$ cat src/rtl/pc_pkg.sv
// Shared definitions for the instruction-address generator.
//   pc_state_t    : DIS (fetch disabled), RUN (normal), HOLD (redirect pending)
//   ChipEnable / ChipDisable : instruction-memory chip enable levels
//   RstEnable     : active level of rst
//   InstAddrBusW  : default instruction address bus width
package pc_pkg;

  typedef enum logic [1:0] {DIS, RUN, HOLD} pc_state_t;

  localparam logic ChipEnable   = 1'b1;
  localparam logic ChipDisable  = 1'b0;
  localparam logic RstEnable    = 1'b1;
  localparam int   InstAddrBusW = 32;

endpackage

$ cat src/rtl/pc_redirect_arb.sv
// Redirect source arbiter (purely combinational).
//   flush, flush_pc       : exception/ERET redirect, always wins
//   branch_flag, branch_pc: ID-stage branch, only honoured while not stalled
//   stall0                : PC hold (stall[0])
//   redirect              : some redirect is selected this cycle
//   target                : selected target with ALIGN_BITS cleared
//   raw_misalign          : selected raw target had nonzero low bits
module pc_redirect_arb #(
  parameter int ADDR_W     = 32,
  parameter int ALIGN_BITS = 2
) (
  input  logic              flush,
  input  logic [ADDR_W-1:0] flush_pc,
  input  logic              branch_flag,
  input  logic [ADDR_W-1:0] branch_pc,
  input  logic              stall0,
  output logic              redirect,
  output logic [ADDR_W-1:0] target,
  output logic              raw_misalign
);

  // Built by shift so ALIGN_BITS == 0 yields an all-zero mask.
  localparam logic [ADDR_W-1:0] AMASK = (ADDR_W'(1) << ALIGN_BITS) - ADDR_W'(1);

  logic [ADDR_W-1:0] raw;

  assign redirect     = flush | (branch_flag & ~stall0);
  assign raw          = flush ? flush_pc : branch_pc;
  assign target       = raw & ~AMASK;
  assign raw_misalign = redirect & (|(raw & AMASK));

endmodule

$ cat src/rtl/pc_gen.sv
// Instruction-address generator for the IF stage.
//   clk, rst     : clock, synchronous active-high reset
//   stall[0]     : PC hold (other bits ignored here)
//   flush/_pc    : highest-priority redirect
//   branch_*     : branch redirect, ignored while stalled
//   req_ready    : instruction memory accepts the current request
//   pc, ce       : fetch address and chip enable (registered)
//   req_valid    : fetch request valid (combinational)
//   fetch_kill   : the fetch accepted this cycle is stale, IF/ID drops it
//   misalign     : one-cycle pulse after a misaligned redirect target
// A redirect arriving while a request is stuck (valid, not ready) is parked
// in pend_pc (state HOLD == pending valid) so pc stays stable until the
// handshake completes or the request is withdrawn by a stall.
module pc_gen
  import pc_pkg::*;
#(
  parameter int                ADDR_W     = InstAddrBusW,
  parameter logic [ADDR_W-1:0] RESET_VEC  = '0,
  parameter int                STEP       = 4,
  parameter int                ALIGN_BITS = 2
) (
  input  logic              clk,
  input  logic              rst,
  input  logic [5:0]        stall,
  input  logic              flush,
  input  logic [ADDR_W-1:0] flush_pc,
  input  logic              branch_flag,
  input  logic [ADDR_W-1:0] branch_pc,
  input  logic              req_ready,
  output logic [ADDR_W-1:0] pc,
  output logic              ce,
  output logic              req_valid,
  output logic              fetch_kill,
  output logic              misalign
);

  pc_state_t         state;
  logic [ADDR_W-1:0] pend_pc, pend_nxt, target;
  logic              pend_flush, pend_flush_nxt;
  logic              redirect, raw_misalign, fire;
  logic              unused_stall;

  assign unused_stall = ^stall[5:1];

  pc_redirect_arb #(.ADDR_W(ADDR_W), .ALIGN_BITS(ALIGN_BITS)) u_arb (
    .flush        (flush),
    .flush_pc     (flush_pc),
    .branch_flag  (branch_flag),
    .branch_pc    (branch_pc),
    .stall0       (stall[0]),
    .redirect     (redirect),
    .target       (target),
    .raw_misalign (raw_misalign)
  );

  assign req_valid  = ce & ~stall[0] & (state != DIS);
  assign fire       = req_valid & req_ready;
  assign fetch_kill = fire & ((state == HOLD) | ((state == RUN) & redirect));

  // Pending target as updated by this cycle's redirect, so a redirect that
  // lands on the releasing cycle is applied rather than lost. A branch may
  // not displace a parked flush.
  always_comb begin
    pend_nxt       = pend_pc;
    pend_flush_nxt = pend_flush;
    if (flush) begin
      pend_nxt       = target;
      pend_flush_nxt = 1'b1;
    end else if (redirect && !pend_flush) begin
      pend_nxt = target;
    end
  end

  always_ff @(posedge clk) begin
    if (rst == RstEnable) begin
      state      <= DIS;
      pc         <= RESET_VEC;
      ce         <= ChipDisable;
      pend_pc    <= RESET_VEC;
      pend_flush <= 1'b0;
      misalign   <= 1'b0;
    end else begin
      misalign <= 1'b0;
      case (state)
        DIS: begin
          state <= RUN;
          ce    <= ChipEnable;
          pc    <= RESET_VEC;
        end
        RUN: begin
          misalign <= raw_misalign;
          if (redirect) begin
            if (req_valid && !req_ready) begin
              pend_pc    <= target;
              pend_flush <= flush;
              state      <= HOLD;
            end else begin
              pc <= target;
            end
          end else if (fire) begin
            pc <= pc + ADDR_W'(STEP);
          end
        end
        HOLD: begin
          misalign   <= raw_misalign;
          pend_pc    <= pend_nxt;
          pend_flush <= pend_flush_nxt;
          // Release on handshake or when a stall withdraws the request.
          if (!req_valid || req_ready) begin
            pc         <= pend_nxt;
            pend_flush <= 1'b0;
            state      <= RUN;
          end
        end
        default: state <= DIS;
      endcase
    end
  end

endmodule

$ cat config.mk
export PLATFORM = sky130hd
export DESIGN_NAME = pc_gen
export DESIGN_NICKNAME = d
export VERILOG_FILES = /design/src/rtl/pc_pkg.sv /design/src/rtl/pc_redirect_arb.sv /design/src/rtl/pc_gen.sv
export SDC_FILE = /design/constraint.sdc
export NUM_CORES = 1
export LEC_CHECK = 0
export BUFFER_PORTS_ARGS = -buffer_cell sky130_fd_sc_hd__buf_2
export CAP_MARGIN = 20
export CORE_MARGIN = 8
export CORE_UTILIZATION = 59
export DETAILED_ROUTE_END_ITERATION = 8
export PLACE_DENSITY = 0.89
export RECOVER_POWER = 100
export SYNTH_ARGS = -nofsm -noshare
export SYNTH_HDL_FRONTEND = slang
export SYNTH_HIERARCHICAL = 1
export SYNTH_SLANG_ARGS = --single-unit
$ cat constraint.sdc
create_clock -name clk -period 5.5 [get_ports clk]
set_input_delay 0.55 -clock clk [delete_from_list [all_inputs] [get_ports clk]]
set_output_delay 0.55 -clock clk [all_outputs]
set_load 0.01 [all_outputs]
==> results of run 1 <==
## state kept, by name, summed over array words and instances, names as in the netlist
register and cells:
pc 32, pend_pc 32, state 2, ce 1, misalign 1, pend_flush 1
## through the flow
step	util	setup slack, ns	area, um^2	power [mW]	hold WS [ns]
floorplan	-	2.85	4600	1.29	0.434
global placement	0.661	2.31	5050	1.47	0.439
detailed placement	0.661	2.28	5050	1.50	0.447
CTS	0.693	2.43	5300	2.01	0.456
global route	0.684	1.42	5230	2.14	0.470
finish	0.684	1.68	5230	2.02	0.457
## path summary, 6_finish.rpt
kind | depth (start not counted) | start | slack, ns | end
max | 8 | state[0] | 1.68 | pc[31]
min | 2 | pend_pc[15] | 0.46 | pend_pc[15]
max reg2reg | 8 | state[0] | 1.68 | pc[31]
min reg2reg | 2 | pend_pc[15] | 0.46 | pend_pc[15]
## metal layers
layer	track usage	wire (um)	vias up	part of all wire
met5	0	16	-	0.0012
met4	0.124	440	2	0.032
met3	0.0688	1400	54	0.10
met2	0.392	6490	306	0.47
met1	0.304	5490	2291	0.40
li1	-	-	2331	-
## cell families (layout without fill, tap and decap cells)
kind of cell	after synthesis	in the layout	share of synthesized area
buffers and inverters	58	141	0.0656
xor gates and xnor gates	4	4	0.00762
muxes	40	40	0.119
adders and majority gates	6	6	0.0163
AOI/OAI and AO/OA	152	152	0.203
and+or+nand+nor	274	274	0.288
DFF	69	69	0.300
other	1	2	0.000815
## where the power goes
part | internal (mW) | leakage (nW) | switching (mW)
Combinational | 0.268 | 1.38 | 0.535
Clock | 0.313 | 0.119 | 0.204
Sequential | 0.613 | 0.561 | 0.0883
## critical path: stages (launching register included)
cell	delay [ns]
dfxtp_1	0.42
inv_1	0.09
ha_1	0.26
nor4b_1	0.72
and2_0	0.28
or3_1	0.83
nor2_1	0.56
a22oi_1	0.30
a31oi_1	0.11
## Yosys cell counts, types with 2 or more instances
master    number  share of area
nand2_1      136           0.11
dfxtp_1       69           0.30
a21oi_1       64          0.070
nand3_1       56          0.061
clkbuf_1      28          0.023
mux2_4        28          0.091
nor2_1        20          0.016
o21ai_0       18          0.020
o21ai_1       15          0.016
inv_1         13          0.011
nand4_1        9          0.012
nor3_1         9         0.0098
a31oi_1        8          0.011
mux2i_1        8          0.017
a22oi_1        7          0.011
ha_1           6          0.016
o32ai_1        6          0.011
nand3b_1       5         0.0082
nor3b_1        5         0.0082
o211ai_1       5         0.0082
or3_1          5         0.0068
a221oi_1       4         0.0076
buf_1          4         0.0033
buf_2          4         0.0044
mux2_2         4         0.0098
o31a_1         4         0.0076
and2_1         3         0.0041
and3_1         3         0.0041
buf_12         3          0.013
buf_6          3         0.0073
nand2b_1       3         0.0041
nor4_1         3         0.0041
or4_1          3         0.0049
xnor2_1        3         0.0057
a21o_1         2         0.0033
a222oi_1       2         0.0044
a32oi_1        2         0.0038
a41oi_1        2         0.0038
buf_4          2         0.0033
nand4_2        2         0.0054
nor2b_1        2         0.0027
o211a_1        2         0.0044
o21a_1         2         0.0033
o31ai_1        2         0.0033
## layout make-up
type | instances | area [um^2] | share of cell area
timing repair buffer | 111 | 523 | 0.100
multi-input combinational | 478 | 2900 | 0.554
tap | 102 | 128 | 0.0244
inverter | 14 | 52.6 | 0.0100
sequential | 69 | 1380 | 0.264
clock buffer | 10 | 138 | 0.0263
clock inverter | 6 | 110 | 0.0210
==> results.yml, run 1 <==
status:
  outcome: "finished with violations"
  violations: "capacitance limit, slew limit"
power:
  p_leak_nw: 2.06
  irDropWorstVdd_v: 0.000303
  p_per_area_nw_per_um2: 386
placed_design:
  dp_cells: 774
  numPortBuffers: 105
  gp_congestion: 0.896
  place_hpwl_um: 9700
layout:
  syn_to_final_growth_pct: 13.8
  num-nets-final: 764
  drive_above_1_share: 0.192
  antenna_cells: 0
  fillers: 651
  mostFrequentLayoutCell: "nand2_1"
  fin_cells: 790
  layout_common_cells: "136 x nand2_1, 70 x buf_2, 69 x dfxtp_1"
grt:
  antenna_found_initial: 1
  grt_pass1_vias: 4940
  grt_pass1_wl_um: 22900
  grt_max_degree: 71
  track_usage: 0.249
  grt-ovfl-total: 0
floorplanning:
  start_util: 0.601
  die_y_um: 104
  rows: 32
  die_x_um: 104
  die_area_um2: 10900
  ioPinCount: 111
  core_area_um2: 7650
clock_network:
  cts.sink_count: 69
  cts-buffers-inserted: 9
  cts_tree: "yes"
  cts_hold_buf: 0
  root_buffer: "clkbuf_8"
  cts_buffer_depth: 2
  cts_max_level: 3
  postCtsSetupBuffers: 0
  clk_pin_slew_ns: 0.08
  post_cts_resized: 0
  clk_latency_ns: 0.35
detailed_routing:
  viasPerCell: 6.31
  drtIter0Drc: 606
  via_count: 4984
  firstDrtPassIters: 5
  antenna_left: 0
  routed_wl_um: 13800
  wire_per_inst_um: 17.5
  drc_errors: 0
setup_path:
  cp-start-kind: "flop"
  cp-end-kind: "flop"
  path_max_fanout: 29
  cp.required_ns: 5.59
  critPathKind: "flop to flop"
  arrival_ns: 3.92
timing:
  maxSlewHeadroom: -1.08
  setup-tns-final_ns: 0
  final-max-slew-violation-count: 101
  hold_viol: 0
  fin_crit_ns: 3.82
  worst_pin_slew_ns: 3.12
  fin_skew_ns: 0.0135
  finalSetupViolations: 0
  max_freq_mhz: 262
  rsz0062_at_grt: "no"
  fin_crit_sh: 0.695
hold_path:
  hold_class: "flop to flop"
synth:
  yosysSeqAreaShare: 0.300
  yosysUniqueCellTypes: 64
  async_flop_share: 0
  syn_inst: 604
  syn_area_um2: 4600
  synth-edff-count: 0
  yosysWarnings: 6
  synth_seq_cells: 69
  synth_flop_cell: "dfxtp_1"
  syn_avg_cell_area_um2: 7.61
flow_run:
  drv_cap: 2
(Power assumes the default switching activity.)
==> run 2: changes to the inputs <==
ABC_AREA = 1   (was unset)
CORE_UTILIZATION = 50   (was 59)
PLACE_DENSITY = 0.79   (was 0.89)
clock period = 3.2 ns   (was 5.5 ns; I/O delays follow)
==> run 2 against run 1 <==
  * The run now ends clean
  * Synthesized cell count grew 44%
  * Clock skew is 0.0065 ns lower
  * Core utilization fell by 10 points
  * Highest routed layer is now met4
==> results.yml, run 2 <==
status:
  outcome: "finished clean"
floorplanning:
  start_util: 0.517
  rows: 36
  die_x_um: 117
  ioPinCount: 111
  die_area_um2: 13600
  core_area_um2: 9820
  die_y_um: 117
setup_path:
  reg2reg_depth: 7
  arrival_ns: 2.33
  path_delay_family: "buffers and inverters"
  cp.required_ns: 2.88
  cp.buffers_inverters: 4
  crit_top_cell: "nand2_1"
  critPathKind: "primary input to output port"
  critPathLaunch: "flush"
  r2r_setup_slack_ns: 0.76
  cp-start-kind: "primary input"
  r2r-end: "pend_pc[22]"
  worst_path_largest_cell_delay_ns: 0.63
  path_max_fanout: 24
  crit_chain: "clkbuf_1 > clkinv_1 > nand2_1 > nand2_1 > clkbuf_2 > a21oi_1 > buf_2"
  slowest_stage: "clkbuf_1"
  worstReg2RegStart: "state[0]"
  cp.depth: 7
  endpoint: "fetch_kill"
  cp-end-kind: "output port"
layout:
  largest_registers: "pc (32), pend_pc (32), state (2)"
  syn_to_final_growth_pct: 12.9
  multi_input_area_um2: 3100
  register_area_um2: 1380
  layout_common_cells: "337 x nand2_1, 88 x inv_1, 71 x nor2_1, 71 x a21oi_1"
  num-nets-final: 1037
  fillers: 1064
  drive_above_1_share: 0.124
  antenna_cells: 0
  mostFrequentLayoutCell: "nand2_1"
clock_network:
  post_cts_resized: 0
  cts_hold_buf: 0
  cts-buffers-inserted: 9
  clk_pin_slew_ns: 0.07
  cts_max_level: 3
  cts_buffer_depth: 2
  cts_tree: "yes"
  cts.sink_count: 69
  root_buffer: "clkbuf_8"
  clk_latency_ns: 0.35
  postCtsSetupBuffers: 0
synth:
  yosysUniqueCellTypes: 32
  syn_avg_cell_area_um2: 5.82
  ys_top_cells_by_count: "336 x nand2_1, 87 x inv_1, 71 x a21oi_1, 71 x nor2_1, 69 x dfxtp_1"
  syn_area_um2: 5070
  yosysSeqAreaShare: 0.272
  synth_flop_cell: "dfxtp_1"
  async_flop_share: 0
  synth-edff-count: 0
  yosysWarnings: 6
  yosysTopAreaCell: "dfxtp_1"
  syn_inst: 872
  yosysTopAreaCellShare: 0.272
  ys_top_cells_by_area: "dfxtp_1 27%, nand2_1 25%, a21oi_1 7.0%"
  synth_seq_cells: 69
  synth_most_common_cell: "nand2_1"
timing:
  hold_viol: 0
  final-max-slew-violation-count: 0
  rsz0062_at_grt: "no"
  fin_crit_sh: 0.829
  fin_ws_ns: 0.547
  worst_pin_slew_ns: 0.921
  maxSlewHeadroom: 0.385
  fin_skew_ns: 0.00695
  max_freq_mhz: 377
  setup-tns-final_ns: 0
  fin_crit_ns: 2.65
  finalSetupViolations: 0
detailed_routing:
  via_count: 5578
  routed_wl_um: 14300
  firstDrtPassIters: 6
  drtIter0Drc: 415
  wire_per_inst_um: 13.1
  antenna_left: 0
  viasPerCell: 5.10
  drc_errors: 0
grt:
  grt_max_degree: 51
  grt_pass1_vias: 4974
  antenna_found_initial: 0
  grt_pass1_wl_um: 23400
  grt-ovfl-total: 0
  track_usage: 0.213
placed_design:
  dp_slack_ns: 0.757
  numPortBuffers: 105
  place_hpwl_um: 10100
  gp_congestion: 0.936
power:
  p_total_mw: 3.14
  irDropWorstVdd_v: 0.000439
  p_per_area_nw_per_um2: 548
  p_leak_nw: 2.43
hold_path:
  min_from: "rst"
  hold_class: "primary input to flop"
  whs_path_depth: 2
flow_run:
  drv_cap: 0
-- run 2: cell count changes in the layout (fill, tap and decap cells not counted), sizes merged, moves of 11 or more --
cell and delta:
o21a +14, nor2 +53, o21ai +29, nand4 -11, a211oi +16, nand2 +204
mux2 -32, inv +77
-- run 2: worst min-delay path by stage --
stage / to
2_1_floorplan: pend_pc[16]
3_3_place_gp: pend_pc[5]
3_5_place_dp: pend_pc[7]
4_1_cts: misalign
5_1_grt: misalign
6_report: misalign
-- run 2: stage by stage --
step	std cells	hold slack [ns]	utilization	area [um^2]
3_3_place_gp	1078	0.450	0.573	5630
3_5_place_dp	1078	0.454	0.573	5630
6_report	1093	0.338	0.583	5720
4_1_cts	1093	0.338	0.590	5790
2_1_floorplan	873	0.436	-	5080
5_1_grt	1093	0.348	0.583	5720
-- run 2: cell type report --
type,count,share of cell area
Multi-Input combinational cell,668,0.542
Timing Repair Buffer,116,0.0975
Clock inverter,4,0.00437
Clock buffer,11,0.0247
Tap cell,133,0.0291
Inverter,92,0.0608
Sequential cell,69,0.241
-- run 2: power by group --
| part | internal (mW) | switching [mW] |
|---|---|---|
| clock network | 0.296 | 0.339 |
| registers | 1.00 | 0.106 |
| logic | 0.450 | 0.945 |
-- run 2: logic make-up after synthesis --
family,Yosys count,synth area share
flops,69,0.272
compound gates,181,0.219
other cells,1,0.000739
buf+inv,136,0.113
fa+ha+maj,6,0.0148
simple gates,479,0.380
-- run 2: layer usage --
layer / wire [um] / part of all wire / global-route usage
met5: 0 / 0 / 0
met4: 250 / 0.018 / 0.0580
met3: 1060 / 0.074 / 0.0512
met2: 6740 / 0.47 / 0.372
met1: 6220 / 0.44 / 0.254
